File: src/rtl/master_port.sv
// Bus-side master port: arbitrates for the shared bus, serialises address/write frames MSB-first
// and deserialises read bytes. Define MASTER_PORT_PARITY_EN for even-parity bits and parity_err_to_core.
module master_port #(
  parameter int unsigned ADDR_WIDTH   = 16,
  parameter int unsigned DATA_WIDTH   = 8,
  parameter logic [7:0]  ACK_TIMEOUT  = 8'd20,
  parameter logic [7:0]  HOLD_TIMEOUT = 8'd8
) (
  input  logic                  clk,
  input  logic                  reset,
  input  logic [ADDR_WIDTH-1:0] addr_from_core,
  input  logic                  write_addr_req_from_core,
  input  logic [DATA_WIDTH-1:0] write_data_from_core,
  input  logic                  write_data_req_from_core,
  input  logic                  read_data_req_from_core,
  input  logic                  force_req_from_core,
  output logic                  ok_response_to_core,
  output logic [DATA_WIDTH-1:0] read_data_to_core,
  output logic                  req_done_to_core,
`ifdef MASTER_PORT_PARITY_EN
  output logic                  parity_err_to_core,
`endif
  output logic                  bus_req,
  input  logic                  bus_grant,
  output logic                  m_tx,
  output logic                  m_tx_valid,
  input  logic                  s_ack,
  input  logic                  s_rx,
  input  logic                  s_rx_valid
);

`ifdef MASTER_PORT_PARITY_EN
  localparam int unsigned PAR = 1;
`else
  localparam int unsigned PAR = 0;
`endif
  localparam int unsigned FW  = ADDR_WIDTH + PAR;
  localparam int unsigned RXW = DATA_WIDTH - 1 + PAR;
  localparam logic [4:0] ADDR_LAST = 5'(ADDR_WIDTH + PAR - 1);
  localparam logic [4:0] DATA_LAST = 5'(DATA_WIDTH + PAR - 1);

  typedef enum logic [3:0] {
    IDLE, ARB, ADDR_TX, ADDR_ACK, ADDR_OK, DATA_WAIT, WDATA_TX,
    WDATA_ACK, RDATA_RX, DONE, RELEASE_CHK, HOLD, RETRY
  } state_t;

  state_t                state, state_n;
  logic [ADDR_WIDTH-1:0] addr_q, addr_n;
  logic [FW-1:0]         tx_sh, tx_n;
  logic [RXW-1:0]        rx_sh, rx_n;
  logic [4:0]            bit_cnt, cnt_n;
  logic [7:0]            timer, timer_n;
  logic [DATA_WIDTH-1:0] rd_n;
  logic                  ok_n, done_n, breq_n, force_prev, grant_lost;
`ifdef MASTER_PORT_PARITY_EN
  logic                  perr_n;
`endif

  // Both frames share one MSB-aligned shifter; the parity bit (if any) sits right after the payload.
  function automatic logic [FW-1:0] addr_frame(input logic [ADDR_WIDTH-1:0] a);
`ifdef MASTER_PORT_PARITY_EN
    return {a, ^a};
`else
    return a;
`endif
  endfunction

  function automatic logic [FW-1:0] data_frame(input logic [DATA_WIDTH-1:0] d);
    logic [FW-1:0] f;
    f = '0;
    f[FW-1 -: DATA_WIDTH] = d;
`ifdef MASTER_PORT_PARITY_EN
    f[FW-1-DATA_WIDTH] = ^d;
`endif
    return f;
  endfunction

  always_ff @(posedge clk or negedge reset) begin
    if (!reset) begin
      state               <= IDLE;
      addr_q              <= '0;
      tx_sh               <= '0;
      rx_sh               <= '0;
      bit_cnt             <= '0;
      timer               <= '0;
      read_data_to_core   <= '0;
      ok_response_to_core <= 1'b0;
      req_done_to_core    <= 1'b0;
      bus_req             <= 1'b0;
      force_prev          <= 1'b0;
`ifdef MASTER_PORT_PARITY_EN
      parity_err_to_core  <= 1'b0;
`endif
    end else begin
      state               <= state_n;
      addr_q              <= addr_n;
      tx_sh               <= tx_n;
      rx_sh               <= rx_n;
      bit_cnt             <= cnt_n;
      timer               <= timer_n;
      read_data_to_core   <= rd_n;
      ok_response_to_core <= ok_n;
      req_done_to_core    <= done_n;
      bus_req             <= breq_n;
      force_prev          <= force_req_from_core;
`ifdef MASTER_PORT_PARITY_EN
      parity_err_to_core  <= perr_n;
`endif
    end
  end

  assign grant_lost = !bus_grant &&
    (state inside {ADDR_TX, ADDR_ACK, ADDR_OK, DATA_WAIT, WDATA_TX, WDATA_ACK, RDATA_RX});

  always_comb begin
    state_n    = state;
    addr_n     = addr_q;
    tx_n       = tx_sh;
    rx_n       = rx_sh;
    cnt_n      = bit_cnt;
    timer_n    = timer;
    rd_n       = read_data_to_core;
    ok_n       = ok_response_to_core;
    done_n     = req_done_to_core;
    breq_n     = bus_req;
    m_tx       = 1'b0;
    m_tx_valid = 1'b0;
`ifdef MASTER_PORT_PARITY_EN
    perr_n     = parity_err_to_core;
`endif
    if (grant_lost) begin
      // Restart from the address frame; the core's level requests are still up.
      state_n = ARB;
      ok_n    = 1'b0;
      cnt_n   = '0;
      timer_n = '0;
    end else begin
      case (state)
        IDLE: if (write_addr_req_from_core) begin
          addr_n  = addr_from_core;
          breq_n  = 1'b1;
          state_n = ARB;
        end
        ARB: if (bus_grant) begin
          tx_n    = addr_frame(addr_q);
          cnt_n   = '0;
          state_n = ADDR_TX;
        end
        ADDR_TX: begin
          m_tx       = tx_sh[FW-1];
          m_tx_valid = 1'b1;
          tx_n       = {tx_sh[FW-2:0], 1'b0};
          if (bit_cnt == ADDR_LAST) begin
            cnt_n   = '0;
            timer_n = '0;
            state_n = ADDR_ACK;
          end else cnt_n = bit_cnt + 5'd1;
        end
        ADDR_ACK: begin
          if (s_ack) begin
            ok_n    = 1'b1;
            state_n = ADDR_OK;
          end else if (timer == ACK_TIMEOUT - 8'd1) begin
            breq_n  = 1'b0;
            state_n = RETRY;
          end else timer_n = timer + 8'd1;
        end
        ADDR_OK: if (!write_addr_req_from_core) begin
          ok_n    = 1'b0;
          state_n = DATA_WAIT;
        end
        DATA_WAIT: begin
          if (write_data_req_from_core) begin
            tx_n    = data_frame(write_data_from_core);
            cnt_n   = '0;
            state_n = WDATA_TX;
          end else if (read_data_req_from_core) begin
            rx_n    = '0;
            cnt_n   = '0;
            timer_n = '0;
            state_n = RDATA_RX;
          end
        end
        WDATA_TX: begin
          m_tx       = tx_sh[FW-1];
          m_tx_valid = 1'b1;
          tx_n       = {tx_sh[FW-2:0], 1'b0};
          if (bit_cnt == DATA_LAST) begin
            cnt_n   = '0;
            timer_n = '0;
            state_n = WDATA_ACK;
          end else cnt_n = bit_cnt + 5'd1;
        end
        WDATA_ACK: begin
          if (s_ack) begin
            done_n  = 1'b1;
            state_n = DONE;
          end else if (timer == ACK_TIMEOUT - 8'd1) begin
            breq_n  = 1'b0;
            state_n = RETRY;
          end else timer_n = timer + 8'd1;
        end
        RDATA_RX: begin
          if (s_rx_valid) begin
            timer_n = '0;
            if (bit_cnt == DATA_LAST) begin
`ifdef MASTER_PORT_PARITY_EN
              rd_n = rx_sh;
              if ((^rx_sh) != s_rx) perr_n = 1'b1;
`else
              rd_n = {rx_sh, s_rx};
`endif
              done_n  = 1'b1;
              state_n = DONE;
            end else begin
              rx_n  = {rx_sh[RXW-2:0], s_rx};
              cnt_n = bit_cnt + 5'd1;
            end
          end else if (bit_cnt != 5'd0) begin
            cnt_n   = '0;
            timer_n = '0;
          end else if (timer == ACK_TIMEOUT - 8'd1) begin
            breq_n  = 1'b0;
            state_n = RETRY;
          end else timer_n = timer + 8'd1;
        end
        DONE: if (!write_data_req_from_core && !read_data_req_from_core) begin
          done_n  = 1'b0;
          state_n = RELEASE_CHK;
        end
        RELEASE_CHK: begin
          if (force_req_from_core || force_prev) begin
            timer_n = '0;
            state_n = HOLD;
          end else begin
            breq_n  = 1'b0;
            state_n = IDLE;
          end
        end
        HOLD: begin
          if (write_addr_req_from_core) begin
            addr_n = addr_from_core;
            cnt_n  = '0;
            if (bus_grant) begin
              tx_n    = addr_frame(addr_from_core);
              state_n = ADDR_TX;
            end else state_n = ARB;
          end else if (timer == HOLD_TIMEOUT - 8'd1) begin
            breq_n  = 1'b0;
            state_n = IDLE;
          end else timer_n = timer + 8'd1;
        end
        RETRY: begin
          breq_n  = 1'b1;
          state_n = ARB;
        end
        default: state_n = IDLE;
      endcase
    end
  end

endmodule

File: config.mk
export PLATFORM = sky130hd
export DESIGN_NAME = master_port
export DESIGN_NICKNAME = d
export VERILOG_FILES = /design/src/rtl/master_port.sv
export SDC_FILE = /design/constraint.sdc
export NUM_CORES = 1
export LEC_CHECK = 0
export ABC_AREA = 1
export CORE_MARGIN = 2
export CORE_UTILIZATION = 55
export DETAILED_ROUTE_END_ITERATION = 8
export GPL_ROUTABILITY_DRIVEN = 0
export HOLD_SLACK_MARGIN = 0.06
export PLACE_DENSITY = 0.79
export SYNTH_ARGS = -nofsm -noshare
export SYNTH_HDL_FRONTEND = slang
export SYNTH_SLANG_ARGS = --single-unit
File: constraint.sdc
create_clock -name clk -period 4.1 [get_ports clk]
set_clock_uncertainty 0.05 [all_clocks]
set_input_delay 1.23 -clock clk [delete_from_list [all_inputs] [get_ports clk]]
set_output_delay 1.23 -clock clk [all_outputs]
set_load 0.1 [all_outputs]
==> run_summary.xml, run 1 <==
<?xml version="1.0" encoding="UTF-8"?>
<metrics>
  <group name="clock_tree">
    <metric name="clockRootBuffer" unit="">sky130_fd_sc_hd__clkbuf_8</metric>
    <metric name="clk_pin_slew_worst_paths" unit="ns">0.08</metric>
    <metric name="cts_resized" unit="">0</metric>
    <metric name="post_cts_hold_buffer_count" unit="">0</metric>
    <metric name="clock_buffer_depth" unit="">2</metric>
    <metric name="count_of_h_tree_levels_built_during_cts" unit="">3</metric>
    <metric name="clk-insertion-delay-late" unit="ns">0.35</metric>
    <metric name="clock_buffer_count_from_cts" unit="">9</metric>
    <metric name="cts.sinks" unit="">68</metric>
    <metric name="postCtsSetupRepairBufs" unit="">0</metric>
    <metric name="cts_tree" unit="">done</metric>
  </group>
  <group name="sta">
    <metric name="maxSlewHeadroom" unit="%">29.24</metric>
    <metric name="worst_slack" unit="ns">0.3519</metric>
    <metric name="tightest_slew" unit="ns">1.057</metric>
    <metric name="fmaxAchievable" unit="MHz">266.8</metric>
    <metric name="grt_setup_unrepaired" unit="">false</metric>
    <metric name="finalMaxSlewViolations" unit="">0</metric>
    <metric name="hold_violations" unit="">0</metric>
    <metric name="timing.setup.tns" unit="ns">0</metric>
    <metric name="final.period_utilization" unit="%">91.42</metric>
    <metric name="final_period_minus_worst_setup_slack" unit="ns">3.748</metric>
    <metric name="setup_viol" unit="">0</metric>
  </group>
  <group name="worst_setup_path">
    <metric name="worst_setup_path_start_kind" unit="">input port</metric>
    <metric name="crit_type" unit="">input port to primary output</metric>
    <metric name="critical_path.n_buffers_inverters" unit="">4</metric>
    <metric name="critical-path-slowest-cell" unit="">sky130_fd_sc_hd__clkdlybuf4s50_1</metric>
    <metric name="timing.critical_path.slowest_cell_delay" unit="ns">0.51</metric>
    <metric name="critical_path_data_arrival_time" unit="ns">2.47</metric>
    <metric name="timing.critical_path.to_type" unit="">primary output</metric>
    <metric name="timing.critical_path.max_delay_family" unit="">buffers and inverters</metric>
    <metric name="worst-endpoint-required" unit="ns">2.82</metric>
    <metric name="crit_chain" unit="">clkdlybuf4s50_1 -&gt; inv_1 -&gt; o21ai_4 -&gt; inv_2 -&gt; nor3_2 -&gt; buf_12</metric>
    <metric name="worst-path-max-fanout" unit="">5</metric>
  </group>
  <group name="layout">
    <metric name="mostFrequentLayoutCell" unit="">sky130_fd_sc_hd__nand2_1</metric>
    <metric name="final_cells" unit="">726</metric>
    <metric name="most-common-layout-cells" unit="">sky130_fd_sc_hd__nand2_1, sky130_fd_sc_hd__inv_1, sky130_fd_sc_hd__dfrtp_1</metric>
    <metric name="layout-drive-gt1-share" unit="%">6.858</metric>
    <metric name="layout.nets" unit="">661</metric>
    <metric name="layout.cell_area.non_filler" unit="um^2">4800</metric>
    <metric name="fillerInstances" unit="">622</metric>
    <metric name="fin_util" unit="%">66.89</metric>
    <metric name="area.growth.synth_to_final" unit="%">18.76</metric>
    <metric name="total_inserted_antenna_cells" unit="">0</metric>
  </group>
  <group name="placement">
    <metric name="hpwlAfterDp" unit="um">7035</metric>
    <metric name="dpl.cell_count" unit="">710</metric>
    <metric name="post_dp_cell_area" unit="um^2">4601</metric>
    <metric name="number_of_i_o_port_buffers" unit="">46</metric>
    <metric name="place_ws" unit="ns">0.3880</metric>
  </group>
  <group name="die">
    <metric name="die_h" unit="um">89.72</metric>
    <metric name="core.rowCount" unit="">31</metric>
    <metric name="fp.dieArea" unit="um^2">8050</metric>
    <metric name="core" unit="um^2">7176</metric>
    <metric name="die_width" unit="um">89.72</metric>
    <metric name="initial_utilization" unit="%">56.32</metric>
    <metric name="floorplan.io_pins" unit="">47</metric>
  </group>
  <group name="grt">
    <metric name="wire_length_of_the_first_global_routing_pass" unit="um">17390</metric>
    <metric name="grt.total_usage" unit="%">26.08</metric>
    <metric name="number_of_antenna_violations_at_the_first_check_in_global_routing" unit="">0</metric>
    <metric name="grt_start_max_net_pins" unit="">69</metric>
    <metric name="gr-total-overflow" unit="">0</metric>
    <metric name="vias_in_the_first_global_route" unit="">3869</metric>
  </group>
  <group name="hold_path">
    <metric name="hold_path.class" unit="">register to register</metric>
  </group>
  <group name="yosys">
    <metric name="synth.yosys.seq_area_share" unit="%">42.11</metric>
    <metric name="syn-num-nets" unit="">616</metric>
    <metric name="yosys_most_used_dff" unit="">sky130_fd_sc_hd__dfrtp_1</metric>
    <metric name="asyncSetResetFlopFracSynth" unit="%">100.0</metric>
    <metric name="syn-cell-area" unit="um^2">4041</metric>
    <metric name="syn_inst" unit="">577</metric>
    <metric name="syn_avg_cell_area" unit="um^2">7.004</metric>
    <metric name="yosysWarnings" unit="">0</metric>
    <metric name="ys_seq_elements" unit="">68</metric>
    <metric name="ys_types" unit="">28</metric>
    <metric name="synth-edff-count" unit="">0</metric>
  </group>
  <group name="pwr">
    <metric name="powerDensity" unit="nW/um^2">678.1</metric>
    <metric name="ir_drop" unit="mV">0.3822</metric>
    <metric name="leakage" unit="nW">2.414</metric>
  </group>
  <group name="route">
    <metric name="drt.antenna.violating_nets" unit="">0</metric>
    <metric name="drc_errors" unit="">0</metric>
    <metric name="via_per_inst" unit="">5.503</metric>
    <metric name="detail_route.wl_per_cell" unit="um">13.86</metric>
    <metric name="drt_pre_antenna_iters" unit="">7</metric>
    <metric name="route.vias.total" unit="">3995</metric>
    <metric name="route.final.wire_length" unit="um">10060</metric>
    <metric name="detail_route.iter0.violations" unit="">433</metric>
  </group>
  <group name="run">
    <metric name="timing.max_cap.violations" unit="">0</metric>
  </group>
  <group name="status">
    <metric name="run_status" unit="">complete, no violations</metric>
  </group>
</metrics>
==> kinds of logic (layout without fill, tap and decap cells) <==
group	count (synthesis)	count (layout)	synth area share, %
buf+inv	99	149	9.659
xor+xnor	4	4	0.8668
simple gates	308	308	31.36
fa+ha+maj	5	5	1.548
flops	68	68	42.11
compound gates	87	87	12.79
mux	6	6	1.672
==> layout make-up <==
class | count | area (um^2) | share of cell area (%)
Clock buffer | 9 | 123.9 | 2.581
Clock inverter | 7 | 75.07 | 1.564
Inverter | 82 | 307.8 | 6.413
Multi-Input combinational cell | 410 | 1954 | 40.72
Sequential cell | 68 | 1702 | 35.45
Tap cell | 99 | 123.9 | 2.581
Timing Repair Buffer | 51 | 513.0 | 10.69
==> Yosys cell counts (5+ instances only) <==
cell                          n  area share [%]
sky130_fd_sc_hd__mux2_2       6             1.7
sky130_fd_sc_hd__clkbuf_1     6            0.56
sky130_fd_sc_hd__o2111ai_1    7             1.5
sky130_fd_sc_hd__dfrtp_1     68              42
sky130_fd_sc_hd__o21ai_1     18             2.2
sky130_fd_sc_hd__nand2_1    174              16
sky130_fd_sc_hd__buf_2        6            0.74
sky130_fd_sc_hd__inv_1       78             7.2
sky130_fd_sc_hd__nand3_1     62             7.7
sky130_fd_sc_hd__o221ai_1     7             1.5
sky130_fd_sc_hd__nor2_1      59             5.5
sky130_fd_sc_hd__nand4_1      5            0.77
sky130_fd_sc_hd__o21ai_0     42             5.2
sky130_fd_sc_hd__ha_1         5             1.5
==> registers in the layout, indices dropped and copies added (netlist names) <==
name	flops
ok_response_to_core	1
state	4
tx_sh	16
bus_req	1
addr_q	16
rx_sh	7
read_data_to_core	8
req_done_to_core	1
timer	8
bit_cnt	5
force_prev	1
==> final timing paths <==
path	startpoint	endpoint	slack, ns	depth (start not counted)
worst max-delay path	bus_grant	m_tx	0.35	6
worst min-delay path	read_data_to_core[3]	read_data_to_core[3]	0.44	2
worst max register to register	state[2]	state[0]	1.44	10
worst min register to register	read_data_to_core[3]	read_data_to_core[3]	0.44	2
max in group asynchronous	reset	timer[6]	2.42	2
min in group asynchronous	reset	bit_cnt[0]	1.00	2
==> power breakdown <==
group	switching, mW	internal [mW]
combinational	1.17	0.535
clock	0.289	0.284
sequential	0.108	0.868
total	1.57	1.69
==> metrics by stage <==
| stage | power (mW) | hold WS, ns |
|---|---|---|
| floorplan | 2.274 | 0.4034 |
| global placement | 2.621 | 0.4166 |
| detailed placement | 2.659 | 0.4268 |
| CTS | 3.237 | 0.4463 |
| global route | 3.519 | 0.4626 |
| finish | 3.255 | 0.4437 |
==> routing by layer <==
metal	vias up	wire, um	GRT usage (%)	part of all wire (%)
met5	-	0	0	0
met4	0	278	12.82	2.8
met3	33	675	4.946	6.7
met2	171	4833	43.50	48
met1	1837	4274	32.71	42
li1	1954	-	-	-
==> tightest hold or removal path, delay by kind of cell (launching register included) <==
family          cells  cell delay, ns
flops               1            0.35
compound gates      1            0.06
simple gates        1            0.05
(Power assumes the default switching activity.)
==> inputs of run 2 (changes only) <==
--- a/config.mk
+++ b/config.mk
@@ -7,11 +7,11 @@
 export LEC_CHECK = 0
 export ABC_AREA = 1
 export CORE_MARGIN = 2
-export CORE_UTILIZATION = 55
+export CORE_UTILIZATION = 61
 export DETAILED_ROUTE_END_ITERATION = 8
 export GPL_ROUTABILITY_DRIVEN = 0
 export HOLD_SLACK_MARGIN = 0.06
-export PLACE_DENSITY = 0.79
+export PLACE_DENSITY = 0.86
 export SYNTH_ARGS = -nofsm -noshare
 export SYNTH_HDL_FRONTEND = slang
 export SYNTH_SLANG_ARGS = --single-unit
==> run 2 against run 1 <==
  * Combinational power about the same
  * Total power grew 0.49%
  * Critical path depth unchanged
  * Flip-flop and latch count stayed put
  * Register-to-register slack lost 0.04 ns
  * Sequential share of layout area increased by 0.074 points
  * Wire length down 0.53%
  * Hold slack worse by 0.0043 ns
  * Critical path type unchanged
  * Critical endpoint unchanged
  * Largest cell class unchanged
==> run_summary.xml, run 2 (same netlist as run 1, synthesis figures left out) <==
<?xml version="1.0" encoding="UTF-8"?>
<metrics>
  <group name="placement">
    <metric name="number_of_i_o_port_buffers" unit="">46</metric>
    <metric name="hpwlAfterDp" unit="um">7131</metric>
    <metric name="post_dp_cell_area" unit="um^2">4581</metric>
    <metric name="dpl.cell_count" unit="">689</metric>
  </group>
  <group name="clock_tree">
    <metric name="cts_tree" unit="">done</metric>
    <metric name="cts.sinks" unit="">68</metric>
    <metric name="clk_pin_slew_worst_paths" unit="ns">0.08</metric>
    <metric name="postCtsSetupRepairBufs" unit="">0</metric>
    <metric name="clk-insertion-delay-late" unit="ns">0.35</metric>
    <metric name="clock_buffer_count_from_cts" unit="">9</metric>
    <metric name="cts_resized" unit="">0</metric>
    <metric name="clock_buffer_depth" unit="">2</metric>
    <metric name="count_of_h_tree_levels_built_during_cts" unit="">3</metric>
    <metric name="clockRootBuffer" unit="">sky130_fd_sc_hd__clkbuf_8</metric>
    <metric name="post_cts_hold_buffer_count" unit="">0</metric>
  </group>
  <group name="die">
    <metric name="core.rowCount" unit="">29</metric>
    <metric name="die_h" unit="um">85.40</metric>
    <metric name="core" unit="um^2">6386</metric>
    <metric name="fp.dieArea" unit="um^2">7292</metric>
    <metric name="die_width" unit="um">85.40</metric>
    <metric name="initial_utilization" unit="%">63.28</metric>
    <metric name="floorplan.io_pins" unit="">47</metric>
  </group>
  <group name="layout">
    <metric name="largest_registers" unit="">addr_q: 16 flops, tx_sh: 16 flops</metric>
    <metric name="most-common-layout-cells" unit="">sky130_fd_sc_hd__nand2_1, sky130_fd_sc_hd__inv_1, sky130_fd_sc_hd__dfrtp_1</metric>
    <metric name="fillerInstances" unit="">520</metric>
    <metric name="layout.nets" unit="">662</metric>
    <metric name="area.growth.synth_to_final" unit="%">18.51</metric>
    <metric name="layout.cell_area.non_filler" unit="um^2">4790</metric>
    <metric name="total_inserted_antenna_cells" unit="">0</metric>
    <metric name="total_area_of_multi_input_combinational_cells" unit="um^2">1954</metric>
    <metric name="sequential_cell_area" unit="um^2">1702</metric>
    <metric name="final_cells" unit="">705</metric>
    <metric name="layout-drive-gt1-share" unit="%">7.006</metric>
    <metric name="mostFrequentLayoutCell" unit="">sky130_fd_sc_hd__nand2_1</metric>
  </group>
  <group name="grt">
    <metric name="number_of_antenna_violations_at_the_first_check_in_global_routing" unit="">0</metric>
    <metric name="grt.total_usage" unit="%">29.24</metric>
    <metric name="vias_in_the_first_global_route" unit="">3935</metric>
    <metric name="grt_start_max_net_pins" unit="">33</metric>
    <metric name="wire_length_of_the_first_global_routing_pass" unit="um">17130</metric>
    <metric name="gr-total-overflow" unit="">0</metric>
  </group>
  <group name="worst_setup_path">
    <metric name="crit_type" unit="">input port to primary output</metric>
    <metric name="timing.critical_path.to_type" unit="">primary output</metric>
    <metric name="worst-endpoint-required" unit="ns">2.82</metric>
    <metric name="critical-path-slowest-cell" unit="">sky130_fd_sc_hd__clkdlybuf4s50_1</metric>
    <metric name="worst-path-max-fanout" unit="">5</metric>
    <metric name="timing.critical_path.slowest_cell_delay" unit="ns">0.48</metric>
    <metric name="r2r-start" unit="">state[2]</metric>
    <metric name="worst_setup_path_start_kind" unit="">input port</metric>
    <metric name="critical_path_data_arrival_time" unit="ns">2.44</metric>
    <metric name="worstSetupStartpoint" unit="">bus_grant</metric>
    <metric name="crit_chain" unit="">clkdlybuf4s50_1 -&gt; inv_1 -&gt; o21ai_4 -&gt; inv_2 -&gt; nor3_2 -&gt; buf_12</metric>
  </group>
  <group name="pwr">
    <metric name="powerDensity" unit="nW/um^2">682.9</metric>
    <metric name="leakage" unit="nW">2.415</metric>
    <metric name="ir_drop" unit="mV">0.9812</metric>
    <metric name="design_power_total" unit="mW">3.271</metric>
  </group>
  <group name="hold_path">
    <metric name="hold_start" unit="">read_data_to_core[7]</metric>
    <metric name="hold_path.class" unit="">register to register</metric>
  </group>
  <group name="route">
    <metric name="drt_pre_antenna_iters" unit="">7</metric>
    <metric name="route.vias.total" unit="">4060</metric>
    <metric name="drt.antenna.violating_nets" unit="">0</metric>
    <metric name="via_per_inst" unit="">5.759</metric>
    <metric name="drc_errors" unit="">0</metric>
    <metric name="detail_route.wl_per_cell" unit="um">14.20</metric>
    <metric name="route.final.wire_length" unit="um">10010</metric>
    <metric name="detail_route.iter0.violations" unit="">538</metric>
  </group>
  <group name="sta">
    <metric name="final.period_utilization" unit="%">90.73</metric>
    <metric name="finalMaxSlewViolations" unit="">0</metric>
    <metric name="worst_hold_slack" unit="ns">0.4394</metric>
    <metric name="grt_setup_unrepaired" unit="">false</metric>
    <metric name="tightest_slew" unit="ns">1.028</metric>
    <metric name="timing.setup.tns" unit="ns">0</metric>
    <metric name="maxSlewHeadroom" unit="%">31.19</metric>
    <metric name="hold_violations" unit="">0</metric>
    <metric name="fmaxAchievable" unit="MHz">268.8</metric>
    <metric name="setup_viol" unit="">0</metric>
    <metric name="final_period_minus_worst_setup_slack" unit="ns">3.720</metric>
  </group>
  <group name="run">
    <metric name="timing.max_cap.violations" unit="">0</metric>
  </group>
  <group name="status">
    <metric name="run_status" unit="">complete, no violations</metric>
  </group>
</metrics>
## run 2: changes by cell type in the layout (fill, tap and decap cells not counted), sizes merged
cell,previous run,this run
buf,8,9
inv,83,84
clkinvlp,0,2
clkinv,5,1
clkbuf,9,10
## run 2: layer usage
layer / vias to the layer above / part of all wire [%] / GRT usage, %
met5: - / 0 / 0
met4: 0 / 3.5 / 13.56
met3: 50 / 8.6 / 6.128
met2: 203 / 45 / 46.88
met1: 1851 / 43 / 38.12
li1: 1956 / - / -
## run 2: worst paths after layout
path	slack, ns	cells past startpoint	endpoint
worst max-delay path	0.38	6	m_tx
worst min-delay path	0.44	2	read_data_to_core[7]
worst max register to register	1.40	11	timer[0]
worst min register to register	0.44	2	read_data_to_core[7]
max in group asynchronous	2.35	2	timer[1]
min in group asynchronous	0.86	1	addr_q[13]
## run 2: metrics by stage
| stage | util, % | worst slack, ns |
|---|---|---|
| after floorplan | - | 0.1412 |
| after global placement | 71.73 | 0.4101 |
| after detailed placement | 71.73 | 0.4006 |
| after CTS | 75.00 | 0.3920 |
| after global routing | 75.00 | 0.3518 |
| final | 75.00 | 0.3801 |
## run 2: final cells by class
cell class / count / share of cell area [%]
timing repair buffer: 52 / 10.87
inverter: 82 / 6.426
tap: 77 / 2.011
sequential: 68 / 35.53
clock buffer: 10 / 2.874
clock inverter: 6 / 1.489
multi-input combinational: 410 / 40.80
## run 2: power by group
| part | leakage [nW] | internal, mW | switching, mW |
|---|---|---|---|
| Sequential | 0.890 | 0.868 | 0.113 |
| Clock | 0.0995 | 0.302 | 0.274 |
| Combinational | 1.43 | 0.536 | 1.18 |
| Total | 2.41 | 1.71 | 1.56 |
## run 2: worst max-delay path: cells and delay by family
family | cells | cell delay [ns]
buffers and inverters | 4 | 0.90
AND/OR/NAND/NOR | 1 | 0.21
AO/OA/AOI/OAI | 1 | 0.10
==> inputs of run 3 (changes only) <==
--- a/config.mk
+++ b/config.mk
@@ -5,7 +5,6 @@
 export SDC_FILE = /design/constraint.sdc
 export NUM_CORES = 1
 export LEC_CHECK = 0
-export ABC_AREA = 1
 export CORE_MARGIN = 2
 export CORE_UTILIZATION = 61
 export DETAILED_ROUTE_END_ITERATION = 8
==> run 3 against run 2 <==
  * Sequential power is 7% higher
  * Final cell count shrank 22%
  * Utilization is 1.2 points higher
  * Non-clock buffer count is 7 higher
  * Worst setup slack gained 0.069 ns
  * Register-to-register slack got worse by 0.19 ns
  * First-iteration DRC count rose by 17%
  * Die area rose by 2.1%
  * Largest cell class unchanged
==> run_summary.xml, run 3 <==
<?xml version="1.0" encoding="UTF-8"?>
<metrics>
  <group name="status">
    <metric name="run_status" unit="">complete, no violations</metric>
  </group>
  <group name="sta">
    <metric name="grt_setup_unrepaired" unit="">false</metric>
    <metric name="final.period_utilization" unit="%">89.05</metric>
    <metric name="worst_slack" unit="ns">0.4489</metric>
    <metric name="maxSlewHeadroom" unit="%">24.19</metric>
    <metric name="finalMaxSlewViolations" unit="">0</metric>
    <metric name="timing.setup.tns" unit="ns">0</metric>
    <metric name="fmaxAchievable" unit="MHz">273.9</metric>
    <metric name="hold_violations" unit="">0</metric>
    <metric name="tightest_slew" unit="ns">1.137</metric>
    <metric name="setup_viol" unit="">0</metric>
    <metric name="final_period_minus_worst_setup_slack" unit="ns">3.651</metric>
  </group>
  <group name="route">
    <metric name="detail_route.iter0.violations" unit="">628</metric>
    <metric name="drt_pre_antenna_iters" unit="">6</metric>
    <metric name="via_per_inst" unit="">6.929</metric>
    <metric name="detail_route.wl_per_cell" unit="um">19.57</metric>
    <metric name="drt.antenna.violating_nets" unit="">0</metric>
    <metric name="route.vias.total" unit="">3832</metric>
    <metric name="route.final.wire_length" unit="um">10820</metric>
    <metric name="drc_errors" unit="">0</metric>
  </group>
  <group name="worst_setup_path">
    <metric name="end_point_of_the_critical_path" unit="">m_tx_valid</metric>
    <metric name="worstSetupStartpoint" unit="">bus_grant</metric>
    <metric name="r2r-start" unit="">state[1]</metric>
    <metric name="register_to_register_setup_slack" unit="ns">1.21</metric>
    <metric name="crit_type" unit="">input port to primary output</metric>
    <metric name="critical_path_data_arrival_time" unit="ns">2.37</metric>
    <metric name="timing.critical_path.to_type" unit="">primary output</metric>
    <metric name="worst-endpoint-required" unit="ns">2.82</metric>
    <metric name="worst_setup_path_start_kind" unit="">input port</metric>
    <metric name="critical_path.reg2reg.endpoint" unit="">timer[4]</metric>
    <metric name="worst-path-max-fanout" unit="">8</metric>
    <metric name="reg2reg_depth" unit="">6</metric>
  </group>
  <group name="layout">
    <metric name="most-common-layout-cells" unit="">sky130_fd_sc_hd__dfrtp_1, sky130_fd_sc_hd__clkdlybuf4s50_1, sky130_fd_sc_hd__nand2_1</metric>
    <metric name="fin_util" unit="%">76.19</metric>
    <metric name="layout.nets" unit="">511</metric>
    <metric name="total_inserted_antenna_cells" unit="">0</metric>
    <metric name="layout-drive-gt1-share" unit="%">15.34</metric>
    <metric name="area.growth.synth_to_final" unit="%">19.15</metric>
    <metric name="sequential_cell_area" unit="um^2">1702</metric>
    <metric name="largest_registers" unit="">addr_q: 16 flops, tx_sh: 16 flops</metric>
    <metric name="fillerInstances" unit="">435</metric>
    <metric name="total_area_of_multi_input_combinational_cells" unit="um^2">2233</metric>
    <metric name="mostFrequentLayoutCell" unit="">sky130_fd_sc_hd__dfrtp_1</metric>
  </group>
  <group name="pwr">
    <metric name="leakage" unit="nW">2.021</metric>
    <metric name="powerDensity" unit="nW/um^2">722.4</metric>
    <metric name="ir_drop" unit="mV">0.3844</metric>
  </group>
  <group name="run">
    <metric name="timing.max_cap.violations" unit="">0</metric>
  </group>
  <group name="yosys">
    <metric name="ys_seq_elements" unit="">68</metric>
    <metric name="yosys_most_used_dff" unit="">sky130_fd_sc_hd__dfrtp_1</metric>
    <metric name="syn_inst" unit="">432</metric>
    <metric name="syn_avg_cell_area" unit="um^2">9.561</metric>
    <metric name="synth-edff-count" unit="">0</metric>
    <metric name="synth_largest_type_area_fraction" unit="%">41.20</metric>
    <metric name="synth.most_common_cell" unit="">sky130_fd_sc_hd__dfrtp_1</metric>
    <metric name="synth.yosys.seq_area_share" unit="%">41.20</metric>
    <metric name="synth_top_cells_by_area" unit="">sky130_fd_sc_hd__dfrtp_1, sky130_fd_sc_hd__mux2_2, sky130_fd_sc_hd__o21ai_0</metric>
    <metric name="synth_top_cells_by_count" unit="">sky130_fd_sc_hd__dfrtp_1, sky130_fd_sc_hd__nand2_1, sky130_fd_sc_hd__o21ai_0, sky130_fd_sc_hd__mux2_2, sky130_fd_sc_hd__nor2_1</metric>
    <metric name="yosysWarnings" unit="">0</metric>
    <metric name="post-synth-top-area-cell" unit="">sky130_fd_sc_hd__dfrtp_1</metric>
    <metric name="syn-num-nets" unit="">471</metric>
    <metric name="asyncSetResetFlopFracSynth" unit="%">100.0</metric>
    <metric name="ys_types" unit="">71</metric>
    <metric name="syn-cell-area" unit="um^2">4130</metric>
  </group>
  <group name="grt">
    <metric name="grt_start_max_net_pins" unit="">52</metric>
    <metric name="wire_length_of_the_first_global_routing_pass" unit="um">18010</metric>
    <metric name="grt.total_usage" unit="%">30.68</metric>
    <metric name="gr-total-overflow" unit="">0</metric>
    <metric name="number_of_antenna_violations_at_the_first_check_in_global_routing" unit="">0</metric>
    <metric name="vias_in_the_first_global_route" unit="">3647</metric>
  </group>
  <group name="clock_tree">
    <metric name="clk-insertion-delay-late" unit="ns">0.34</metric>
    <metric name="cts.sinks" unit="">68</metric>
    <metric name="clock_buffer_depth" unit="">2</metric>
    <metric name="clockRootBuffer" unit="">sky130_fd_sc_hd__clkbuf_8</metric>
    <metric name="post_cts_hold_buffer_count" unit="">0</metric>
    <metric name="count_of_h_tree_levels_built_during_cts" unit="">3</metric>
    <metric name="clock_buffer_count_from_cts" unit="">9</metric>
    <metric name="postCtsSetupRepairBufs" unit="">0</metric>
    <metric name="cts_tree" unit="">done</metric>
    <metric name="cts_resized" unit="">0</metric>
    <metric name="clk_pin_slew_worst_paths" unit="ns">0.07</metric>
  </group>
  <group name="die">
    <metric name="die_h" unit="um">86.29</metric>
    <metric name="fp.dieArea" unit="um^2">7445</metric>
    <metric name="core.rowCount" unit="">29</metric>
    <metric name="floorplan.io_pins" unit="">47</metric>
    <metric name="core" unit="um^2">6459</metric>
    <metric name="initial_utilization" unit="%">63.95</metric>
    <metric name="die_width" unit="um">86.29</metric>
  </group>
  <group name="placement">
    <metric name="number_of_i_o_port_buffers" unit="">46</metric>
    <metric name="place_ws" unit="ns">0.4768</metric>
    <metric name="hpwlAfterDp" unit="um">7327</metric>
  </group>
  <group name="hold_path">
    <metric name="hold_path.class" unit="">register to register</metric>
  </group>
</metrics>
==> run 3: changes by cell type in the layout (fill, tap and decap cells not counted), moves of 15 or more <==
| cell | change |
|---|---|
| sky130_fd_sc_hd__a222oi_1 | +15 |
| sky130_fd_sc_hd__nand3_1 | -48 |
| sky130_fd_sc_hd__nand2_1 | -134 |
| sky130_fd_sc_hd__o21ai_1 | -17 |
| sky130_fd_sc_hd__nor2_1 | -36 |
| sky130_fd_sc_hd__mux2_2 | +20 |
| sky130_fd_sc_hd__inv_1 | -63 |
==> run 3: final cells by class <==
| cell class | count | area share, % |
|---|---|---|
| tap | 77 | 1.958 |
| timing repair buffer | 59 | 11.65 |
| clock inverter | 6 | 2.771 |
| multi-input combinational | 319 | 45.39 |
| sequential | 68 | 34.58 |
| clock buffer | 9 | 2.517 |
| inverter | 15 | 1.144 |
==> run 3: how the worst min path moves through the flow <==
stage / startpoint / end / slack [ns] / cells after the start
final: read_data_to_core[5] / read_data_to_core[5] / 0.43 / 2
after detailed placement: read_data_to_core[5] / read_data_to_core[5] / 0.42 / 2
after CTS: read_data_to_core[5] / read_data_to_core[5] / 0.44 / 2
after floorplan: tx_sh[15] / tx_sh[15] / 0.39 / 2
after global placement: read_data_to_core[5] / read_data_to_core[5] / 0.41 / 2
after global routing: tx_sh[13] / tx_sh[13] / 0.47 / 2
==> run 3: critical path, cell delays in order <==
cell	delay [ns]
sky130_fd_sc_hd__clkdlybuf4s50_1	0.56
sky130_fd_sc_hd__buf_4	0.20
sky130_fd_sc_hd__a21oi_2	0.05
sky130_fd_sc_hd__nor2_2	0.14
sky130_fd_sc_hd__buf_12	0.19
==> run 3: metal layers <==
metal | part of all wire [%] | up-vias | track usage [%]
li1 | - | 1722 | -
met1 | 40 | 1830 | 42.03
met2 | 49 | 234 | 49.26
met3 | 8.2 | 46 | 4.190
met4 | 3.5 | 0 | 13.21
met5 | 0 | - | 0
==> run 3: report_power, final <==
| part | leakage (nW) | switching, mW | internal, mW |
|---|---|---|---|
| combinational | 1.03 | 1.09 | 0.687 |
| clock | 0.126 | 0.268 | 0.464 |
| sequential | 0.867 | 0.142 | 0.905 |
| total | 2.02 | 1.50 | 2.06 |
==> run 3: kinds of logic (layout without fill, tap and decap cells) <==
group | after synthesis | count (layout) | synth area share [%]
compound gates | 129 | 129 | 22.78
xor+xnor | 1 | 1 | 0.2121
fa+ha+maj | 5 | 5 | 1.515
buf+inv | 45 | 89 | 4.938
flops | 68 | 68 | 41.20
mux | 32 | 32 | 8.543
simple gates | 152 | 152 | 20.81
==> run 3: through the flow <==
step                      cells  hold slack [ns]  area (um^2)  power (mW)
after detailed placement    538           0.4191         4661       2.791
after global routing        553           0.4659         4921       3.782
final                       553           0.4310         4921       3.555
after floorplan             432           0.3918         4133       2.356
after CTS                   553           0.4362         4921       3.535
after global placement      538           0.4102         4661       2.721
